## config.mk

```make
export PLATFORM = sky130hd
export DESIGN_NAME = tick_pulse_gen
export DESIGN_NICKNAME = d
export VERILOG_FILES = /design/src/rtl/tick_pulse_gen_pkg.sv /design/src/rtl/tick_event_ctr.sv /design/src/rtl/tick_pulse_gen.sv
export SDC_FILE = /design/constraint.sdc
export NUM_CORES = 1
export LEC_CHECK = 0
export ABC_AREA = 0
export CORE_MARGIN = 5
export CORE_UTILIZATION = 53
export DETAILED_ROUTE_END_ITERATION = 7
export PLACE_DENSITY = 0.91
export SKIP_LAST_GASP = 1
export SLEW_MARGIN = 10
export SYNTH_ARGS = -nofsm -noshare
export SYNTH_HDL_FRONTEND = slang
export SYNTH_SLANG_ARGS = --single-unit
```

## constraint.sdc

```tcl
create_clock -name i_clk -period 3.26 [get_ports i_clk]
set_input_delay 0.326 -clock i_clk [delete_from_list [all_inputs] [get_ports i_clk]]
set_output_delay 0.326 -clock i_clk [all_outputs]
set_load 0.01 [all_outputs]
```

## src/rtl/tick_pulse_gen_pkg.sv

```systemverilog
// Shared types and default sizing for the tick-to-pulse generator.
package tick_pulse_gen_pkg;

  typedef enum logic [1:0] {
    StIdle  = 2'd0,
    StArmed = 2'd1,
    StPulse = 2'd2
  } tpg_state_e;

  localparam int unsigned DefaultNbitsWidth = 16;
  localparam int unsigned DefaultNbitsCnt   = 32;

endpackage

```

## src/rtl/tick_event_ctr.sv

```systemverilog
// Clearable wrapping event counter; a clear coinciding with an event restarts the count at one.
module tick_event_ctr #(
  parameter int unsigned Width = 32
) (
  input  logic             clk_i,
  input  logic             rst_ni,
  input  logic             clr_i,
  input  logic             inc_i,
  output logic [Width-1:0] count_o
);

  logic [Width-1:0] count_q, count_d;

  always_comb begin
    count_d = count_q;
    if (clr_i) begin
      count_d = Width'(inc_i);
    end else if (inc_i) begin
      count_d = count_q + Width'(1);
    end
  end

  always_ff @(posedge clk_i) begin
    if (!rst_ni) begin
      count_q <= '0;
    end else begin
      count_q <= count_d;
    end
  end

  assign count_o = count_q;

endmodule

```

## src/rtl/tick_pulse_gen.sv

```systemverilog
// Turns a single-cycle divider tick into a programmable-width pulse with armed/one-shot control,
// polarity inversion, a free-running tick counter and a sticky overrun flag.
module tick_pulse_gen
  import tick_pulse_gen_pkg::*;
#(
  parameter int unsigned NBITS_WIDTH = DefaultNbitsWidth,
  parameter int unsigned NBITS_CNT   = DefaultNbitsCnt
) (
  input  logic                   i_clk,
  input  logic                   i_rst_n,
  input  logic                   i_tick,
  input  logic                   i_arm,
  input  logic                   i_disarm,
  input  logic                   i_oneshot,
  input  logic [NBITS_WIDTH-1:0] i_width,
  input  logic                   i_invert,
  input  logic                   i_clr,
  output logic                   o_out,
  output logic                   o_pulse,
  output logic                   o_armed,
  output logic                   o_overrun,
  output logic [NBITS_CNT-1:0]   o_tick_count
);

  tpg_state_e             state_q, state_d;
  logic [NBITS_WIDTH-1:0] rem_q, rem_d;
  logic                   os_q, os_d;
  logic                   overrun_q, overrun_d;
  logic                   width_nz, last_cycle, early_tick;

  assign width_nz   = |i_width;
  assign last_cycle = (rem_q == NBITS_WIDTH'(1));
  // A tick before the final high cycle cannot start a new pulse.
  assign early_tick = (state_q == StPulse) && !last_cycle && i_tick;

  always_ff @(posedge i_clk) begin
    if (!i_rst_n) begin
      state_q   <= StIdle;
      rem_q     <= '0;
      os_q      <= 1'b0;
      overrun_q <= 1'b0;
    end else begin
      state_q   <= state_d;
      rem_q     <= rem_d;
      os_q      <= os_d;
      overrun_q <= overrun_d;
    end
  end

  always_comb begin
    state_d = state_q;
    rem_d   = rem_q;
    os_d    = os_q;
    unique case (state_q)
      StIdle: begin
        if (i_arm) state_d = StArmed;
      end
      StArmed: begin
        if (i_tick) begin
          if (width_nz) begin
            state_d = StPulse;
            rem_d   = i_width;
            os_d    = i_oneshot;
          end else if (i_oneshot) begin
            state_d = StIdle;
          end
        end
      end
      StPulse: begin
        if (!last_cycle) begin
          rem_d = rem_q - NBITS_WIDTH'(1);
        end else if (i_tick && !os_q) begin
          // Seamless retrigger only for pulses started in continuous mode.
          if (width_nz) begin
            rem_d = i_width;
            os_d  = i_oneshot;
          end else begin
            state_d = i_oneshot ? StIdle : StArmed;
          end
        end else begin
          state_d = os_q ? StIdle : StArmed;
        end
      end
      default: state_d = StIdle;
    endcase
    if (i_disarm) state_d = StIdle;
  end

  always_comb begin
    overrun_d = overrun_q;
    if (early_tick) overrun_d = 1'b1;
    if (i_clr)      overrun_d = 1'b0;
  end

  always_comb begin
    o_pulse = (state_q == StPulse);
    o_armed = (state_q != StIdle);
  end

  assign o_out     = o_pulse ^ i_invert;
  assign o_overrun = overrun_q;

  tick_event_ctr #(
    .Width (NBITS_CNT)
  ) u_tick_event_ctr (
    .clk_i   (i_clk),
    .rst_ni  (i_rst_n),
    .clr_i   (i_clr),
    .inc_i   (i_tick),
    .count_o (o_tick_count)
  );

endmodule
```

==> run_results.csv, run 1 <==
group,metric,value,unit
yosys,netlist.area_leader.share,33.8,%
clocking,post_cts_buffers,0,
setup_path,crit_type,"reg2reg",
sta,slew_headroom,21.0,%
clocking,clockBufferDepth,2,
power_and_ir_drop,peakVddDrop,225,uV
routing,drt-met1-wl,3.53,mm
setup_path,reg2reg_from,"rem_q[1]",
yosys,synth_cell_types,64,
yosys,synth_top_cell_by_area,"dfxtp_1",
setup_path,worst-r2r-setup-slack,0.50,ns
routing,vias,3097,
yosys,synth_common_cells,"52 x dfxtp_1, 40 x nor2_1, 31 x nand2_1",
setup_path,reg2reg_to,"state_q[0]",
finish,antenna_cells,0,
yosys,ys_top_cells_by_area,"dfxtp_1 34%, nor2_1 4.9%, xnor2_1 4.3%, a21oi_1 3.9%, nand2_1 3.8%",
clocking,numClockSinks,52,
die,fp-row-count,27,
sta,tightest_slew,1.18,ns
die,core_area,5570,sq um
placed_design,place.gp.congestion,0.943,
placed_design,placed_cell_area,3710,sq um
setup_path,start_kind,"flop",
global_routing,grt-ovfl-total,0,
power_and_ir_drop,leakagePower,1.28,nW
setup_path,worstSetupStartpoint,"rem_q[1]",
clocking,insertion_delay,0.31,ns
routing,drcViolationCount,0,
routing,drtIter0Drc,305,
power_and_ir_drop,powerDensity,340,nW/um^2
sta,skew,0.00609,ns
finish,fin_area,3810,sq um
setup_path,rr_worst_depth,7,
global_routing,grt_first_pass_wirelength,13.7,mm
finish,nFillCells,462,
routing,drt_wl_total,8.30,mm
yosys,synth_edf_count,0,
placed_design,post-place-ws,0.601,ns
setup_path,worst_ep_required_time,3.48,ns
routing,vias_per_cell,6.29,
clocking,cts_hold_buffers,0,
yosys,syn-num-nets,396,
yosys,yosys_most_used_dff,"dfxtp_1",
setup_path,cp_data_arrival_time,2.97,ns
sta,period_share,84.5,%
routing,wire_per_inst,16.9,microns
worst_hold_path,hold_path.class,"reg2reg",
die,initial_core_util,55.3,%
sta,tns,0,ns
placed_design,hpwl,5.98,mm
routing,ant_nets,0,
clocking,cts_resized,0,
clocking,numCtsBuffers,5,
setup_path,endpoint,"state_q[0]",
sta,post-route-min-period,2.76,ns
die,dieArea,7440,sq um
routing,met2_wirelength,3.85,mm
yosys,syn_area_per_cell,8.45,sq um
clocking,clk_pin_slew_worst_paths,0.10,ns
sta,max_freq,363,MHz
clocking,tritoncts,"done",
global_routing,grt_pass1_vias,2875,
clocking,root_buffer,"clkbuf_8",
yosys,synth_area,3080,sq um
setup_path,endpoint_kind,"flop",
routing,dr_wl_met3,645,microns
yosys,async_reset_ff_share,0,%
finish,syn_to_final_growth,23.5,%
clocking,htreeDepth,2,
sta,layout_setup_ws,0.504,ns
yosys,synthCells,365,
global_routing,track_usage,22.3,%
sta,finalHoldViolCount,0,
sta,rsz0062_at_grt,"no",
die,pin_count,60,
routing,topRoutingLayerUsed,"met4",
yosys,ys_ff_latch,52,
finish,final_net_count,450,
finish,drive_gt1_share,9.29,%
sta,drv_slew,0,
yosys,yosysWarnings,0,
global_routing,grt_max_degree,24,
die,die_h,86.3,microns
sta,setup_violations,0,
placed_design,io_buffers,59,
setup_path,cp_max_fo,13,
power_and_ir_drop,total_power,1.29,mW
yosys,yosysSeqAreaShare,33.8,%
outcome,status,"finished clean",
flow_run,maxCapViolations,0,
global_routing,antenna_found_initial,0,
sta,hold_ws,0.507,ns
routing,first_pass_iters,5,
yosys,yosysMostFrequentCell,"dfxtp_1",
die,die_w,86.3,microns
metrics by stage:
stage | util, % | std cells
2_1_floorplan | - | 365
3_3_place_gp | 66.6 | 484
3_5_place_dp | 66.6 | 484
4_1_cts | 68.3 | 492
5_1_grt | 68.3 | 492
6_report | 68.3 | 492
kinds of logic after synthesis:
| family | count (synthesis) | share of synthesized area (%) |
|---|---|---|
| multiplexers | 7 | 2.27 |
| AND/OR/NAND/NOR | 163 | 32.4 |
| buffers and inverters | 29 | 4.22 |
| AO/OA/AOI/OAI | 87 | 18.8 |
| adder cells (fa/ha/maj) | 7 | 2.84 |
| XOR/XNOR | 20 | 5.68 |
| flip-flops | 52 | 33.8 |
per-layer routing:
layer	vias up	global-route usage [%]
met5	-	0
met4	0	9.49
met3	31	4.85
met2	154	34.5
met1	1446	30.0
li1	1466	-
power breakdown:
part	internal, mW	total [mW]	switching [mW]
registers	0.651	0.673	0.0228
logic	0.0974	0.226	0.129
clock network	0.157	0.394	0.237
worst min path at each step:
stage,from,slack (ns),to,cells past startpoint
global route,o_overrun,0.53,o_overrun,2
detailed placement,o_overrun,0.48,o_overrun,2
CTS,rem_q[10],0.50,rem_q[10],2
floorplan,rem_q[10],0.47,rem_q[10],2
finish,rem_q[10],0.51,rem_q[10],2
global placement,o_overrun,0.46,o_overrun,2
placed cells by master (no fill, tap or decap), types with 8 or more instances in the layout:
cell type	n
a21oi_1	24
clkdlybuf4s50_1	59
dfxtp_1	52
inv_1	11
nand2_1	31
nand3_1	11
nor2_1	40
nor4_1	11
nor4_2	9
o21ai_0	14
o22ai_1	8
xnor2_1	15
worst max-delay path: stages, from the launching register on:
cell and delay [ns]:
dfxtp_1 0.43, inv_1 0.09, ha_1 0.20, nor4b_1 0.16, and4_1 0.37, nor2_1 0.94, nor3_1 0.21, a31o_1 0.26
state kept, by name (all words and copies together), names as in the netlist:
register	cells
o_overrun	1
u_tick_event_ctr.count_o	32
state_q	2
os_q	1
rem_q	16
final cells by class:
type / instances / area (sq um) / area share, %
clock buffer: 5 / 68.8 / 1.81
clock inverter: 3 / 25.0 / 0.657
multi-input combinational: 284 / 1910 / 50.2
tap: 72 / 90.1 / 2.37
sequential: 52 / 1040 / 27.4
timing repair buffer: 63 / 621 / 16.3
inverter: 13 / 48.8 / 1.28
Note: power is estimated with default switching activity, not from simulation.
==> run 2, diff against run 1 <==
CORE_UTILIZATION = 47   (was 53)
PLACE_DENSITY = 0.86   (was 0.91)
clock period = 2.5 ns   (was 3.26 ns; I/O delays follow)
==> run_results.csv, run 2 (synthesis gave the netlist of run 1 again) <==
group,metric,value,unit
global_routing,antenna_found_initial,0,
clocking,root_buffer,"clkbuf_8",
sta,post-route-min-period,2.31,ns
routing,drt_wl_total,8.52,mm
routing,drtIter0Drc,220,
worst_hold_path,hold_path.class,"reg2reg",
sta,drv_slew,0,
sta,skew,0.0108,ns
setup_path,cp_max_fo,10,
setup_path,crit_slowest_cell,"dfxtp_1",
global_routing,grt_pass1_vias,2987,
clocking,insertion_delay,0.32,ns
power_and_ir_drop,powerDensity,437,nW/um^2
sta,finalHoldViolCount,0,
die,die_h,91.0,microns
clocking,tritoncts,"done",
clocking,post_cts_buffers,0,
setup_path,path_buf_inv,2,
sta,tightest_slew,0.499,ns
clocking,clockBufferDepth,2,
die,dieArea,8280,sq um
setup_path,slowest_delay,0.45,ns
setup_path,crit_type,"reg2reg",
placed_design,place.gp.congestion,0.953,
clocking,cts_resized,0,
setup_path,path_delay_family,"simple AND/OR/NAND/NOR gates",
placed_design,hpwl,6.24,mm
setup_path,critical_path.most_common_cell,"buf_4",
global_routing,track_usage,20.0,%
placed_design,io_buffers,59,
clocking,htreeDepth,2,
setup_path,cp_cell_sequence,"ha_1 -> nor4b_1 -> and4_1 -> buf_4 -> nor2_1 -> buf_4 -> a211oi_1 -> o22ai_1",
die,fp-row-count,29,
global_routing,grt_first_pass_wirelength,14.2,mm
sta,slew_headroom,66.6,%
sta,max_freq,433,MHz
sta,tns,0,ns
finish,syn_to_final_growth,26.5,%
outcome,status,"finished clean",
die,core_area,6350,sq um
finish,final_common_cell,"clkdlybuf4s50_1",
routing,vias_per_cell,6.10,
finish,final_net_count,460,
setup_path,cp_data_arrival_time,2.50,ns
power_and_ir_drop,peakVddDrop,266,uV
clocking,numClockSinks,52,
setup_path,endpoint_kind,"flop",
finish,drive_gt1_share,11.4,%
global_routing,grt_max_degree,23,
clocking,cts_hold_buffers,0,
global_routing,grt-ovfl-total,0,
clocking,numCtsBuffers,5,
routing,ant_nets,0,
die,pin_count,60,
flow_run,maxCapViolations,0,
routing,wire_per_inst,16.8,microns
die,initial_core_util,48.6,%
die,die_w,91.0,microns
sta,period_share,92.3,%
power_and_ir_drop,leakagePower,1.33,nW
setup_path,worst_ep_required_time,2.69,ns
finish,layout_common_cells,"59 x clkdlybuf4s50_1, 52 x dfxtp_1, 40 x nor2_1",
setup_path,start_kind,"flop",
clocking,clk_pin_slew_worst_paths,0.11,ns
sta,setup_violations,0,
finish,antenna_cells,0,
routing,first_pass_iters,5,
sta,rsz0062_at_grt,"no",
finish,nFillCells,531,
finish,final_core_util,61.4,%
finish,largest_reg_flops,32,
routing,vias,3092,
routing,drcViolationCount,0,
run 2: path summary, 6_finish.rpt:
path | end | startpoint | slack [ns] | cells past startpoint
max | rem_q[12] | rem_q[0] | 0.19 | 8
min | o_overrun | o_overrun | 0.49 | 2
max reg2reg | rem_q[12] | rem_q[0] | 0.19 | 8
min reg2reg | o_overrun | o_overrun | 0.49 | 2
run 2: layer usage:
metal	global-route usage [%]	part of all wire, %
met1	27.1	45
met2	31.1	47
met3	4.21	6.0
met4	8.07	2.3
met5	0	0
run 2: cell type report:
| type | instances | area, sq um | share of cell area [%] |
|---|---|---|---|
| timing repair buffer | 73 | 708 | 18.2 |
| inverter | 13 | 48.8 | 1.25 |
| clock buffer | 5 | 68.8 | 1.76 |
| sequential | 52 | 1040 | 26.7 |
| tap | 77 | 96.3 | 2.47 |
| multi-input combinational | 284 | 1910 | 49.0 |
| clock inverter | 3 | 25.0 | 0.642 |
run 2: tightest hold or removal path: stages (launching register included):
cell and delay (ns):
dfxtp_1 0.35, a21oi_1 0.04, nor2_1 0.07
run 2: power by group:
part / total [mW] / internal, mW / switching [mW]
combinational: 0.311 / 0.137 / 0.174
sequential: 0.878 / 0.848 / 0.0301
clock: 0.514 / 0.205 / 0.309
run 2: through the flow:
step                      instance area [sq um]  setup slack (ns)  cells  hold WS [ns]  power (mW)
after floorplan                            3080             0.573    365         0.410        1.08
after global placement                     3810             0.230    499         0.474        1.19
after detailed placement                   3810             0.212    499         0.468        1.20
after CTS                                  3900             0.214    507         0.499        1.71
after global routing                       3900            0.0328    507         0.517        1.79
final                                      3900             0.192    507         0.494        1.70
==> patch, RTL diff (config.mk and constraints of run 1) <==
Set the package constant `DefaultNbitsWidth` to 32 (it was 16).
--- a/src/rtl/tick_pulse_gen_pkg.sv
+++ b/src/rtl/tick_pulse_gen_pkg.sv
@@ -8,5 +8,5 @@
   } tpg_state_e;
 
-  localparam int unsigned DefaultNbitsWidth = 16;
+  localparam int unsigned DefaultNbitsWidth = 32;
   localparam int unsigned DefaultNbitsCnt   = 32;
 
Ports: changed (resized i_width); port bits go from 60 to 76. The function was not compared with the original's and may differ.
==> patch against run 1 <==
- final cell count rose by 36%
- wire length is 35% higher
- critical path type unchanged
- largest cell class unchanged
- sequential cell count up 16
- synthesized area rose by 25%
- cell area increased by 28%
- worst setup slack got worse by 0.055 ns
Power is not compared: it rests on default switching activity, and its combinational part moved more than twofold at a synthesized area within 25%.
==> patch: results <==
global_route:
  grtUsageMet1_pct: 32.3
  grt_use_met2_pct: 41.3
  largest_net_degree_at_the_start_of_global_routing: 33
  global_routing_usage_summed_across_all_routing_layers_pct: 25.1
  met3_usage_pct: 5.05
  grt_first_pass_wirelength_mm: 18.3
  grt_pass1_vias: 3992
placed_design:
  postPlaceCellArea_um2: 4690
  detailedPlacementHpwl_mm: 8.13
  portBuffers: 75
  gp_congestion: 0.974
  placed_cells: 651
  place_ws_ns: 0.524
layout:
  final_nets: 610
  final_layout_size_suffix_gt1_share_pct: 7.04
  area_used_by_multi_input_combinational_logic_um2: 2330
  clockBufferCount: 9
  layout.area.top_class: "multi-input combinational cells"
  clock_area_share_pct: 3.62
  post_layout_nonfiller_instances: 667
  share_of_the_final_layout_cell_area_in_multi_input_gates_pct: 48.0
  inverters: 12
  buffers_excl_clock: 85
  postLayoutCoreUtil_pct: 67.8
  area_share_nonclk_buffers_pct: 17.0
  fraction_of_area_in_registers_pct: 28.0
  fillCellCount: 564
  nMultiInputCombCells: 387
clocking:
  cts.clk_slew.worst_paths_ns: 0.08
  tritoncts_num_sinks: 68
  clockBufferDepth: 2
  clock_insertion_delay_at_the_later_pin_of_the_skew_report_ns: 0.35
  cts_htree_levels: 3
detailed_routing:
  via_per_inst: 6.34
  wl_met3_um: 985
  detail_route.iter0.violations: 547
  routed_wire_length_on_met2_mm: 5.31
  routedLengthMet1_mm: 4.68
  drt-total-wl_mm: 11.2
setup_path:
  critical_path.reg2reg.startpoint: "rem_q[0]$_SDFFE_PN0P_"
  timing.critical_path.fanout_max: 15
  cp_max_delay_cell: "or4b_2"
  slowest_delay_ns: 0.62
  worst-endpoint-arrival_ns: 3.02
  path_delay_family: "simple AND/OR/NAND/NOR gates"
timing:
  finClkSkew_ns: 0.0103
  period_share_pct: 86.2
  worstMarginPinSlew_ns: 0.771
hold_path:
  hp-start: "o_overrun$_SDFFE_PP0P_"
  hold_class: "reg -> reg"
logic_synthesis:
  synth.area.top_cells: "dfxtp_1, nor2_1, xor2_1"
  yosys_warnings: 0
  synth_cells: 492
  yosys.cell_types.count: 57
  portion_of_the_post_synthesis_area_used_by_sequential_elements_pct: 35.4
  yosys-top-cells-count: "dfxtp_1, nor2_1, nand2_1"
  mappedNetlistNets: 539
run_status:
  status: "completed"
## patch: path summary, 6_finish.rpt
| path | end | slack (ns) | cells after the start |
|---|---|---|---|
| min | o_overrun$_SDFFE_PP0P_ | 0.49 | 2 |
| max | rem_q[13]$_SDFFE_PN0P_ | 0.45 | 7 |
| min reg2reg | o_overrun$_SDFFE_PP0P_ | 0.49 | 2 |
| max reg2reg | rem_q[13]$_SDFFE_PN0P_ | 0.45 | 7 |
## patch: kinds of logic (layout without fill, tap and decap cells)
logic type      Yosys count  in the layout  share of synthesized area, %
xor+xnor                 32             32                          7.29
fa+ha+maj                 7              7                          2.28
mux                       2              2                         0.521
simple gates            227            227                          30.8
flops                    68             68                          35.4
compound gates          119            119                          19.7
buf+inv                  37            113                          4.04
## patch: power by group through the flow
stage	sequential, mW	clock [mW]	combinational [mW]
final	0.895	0.625	0.453
after global routing	0.898	0.666	0.489
after CTS	0.893	0.632	0.442
after detailed placement	0.912	0	0.439
after global placement	0.910	0	0.426
after floorplan	0.904	0	0.295
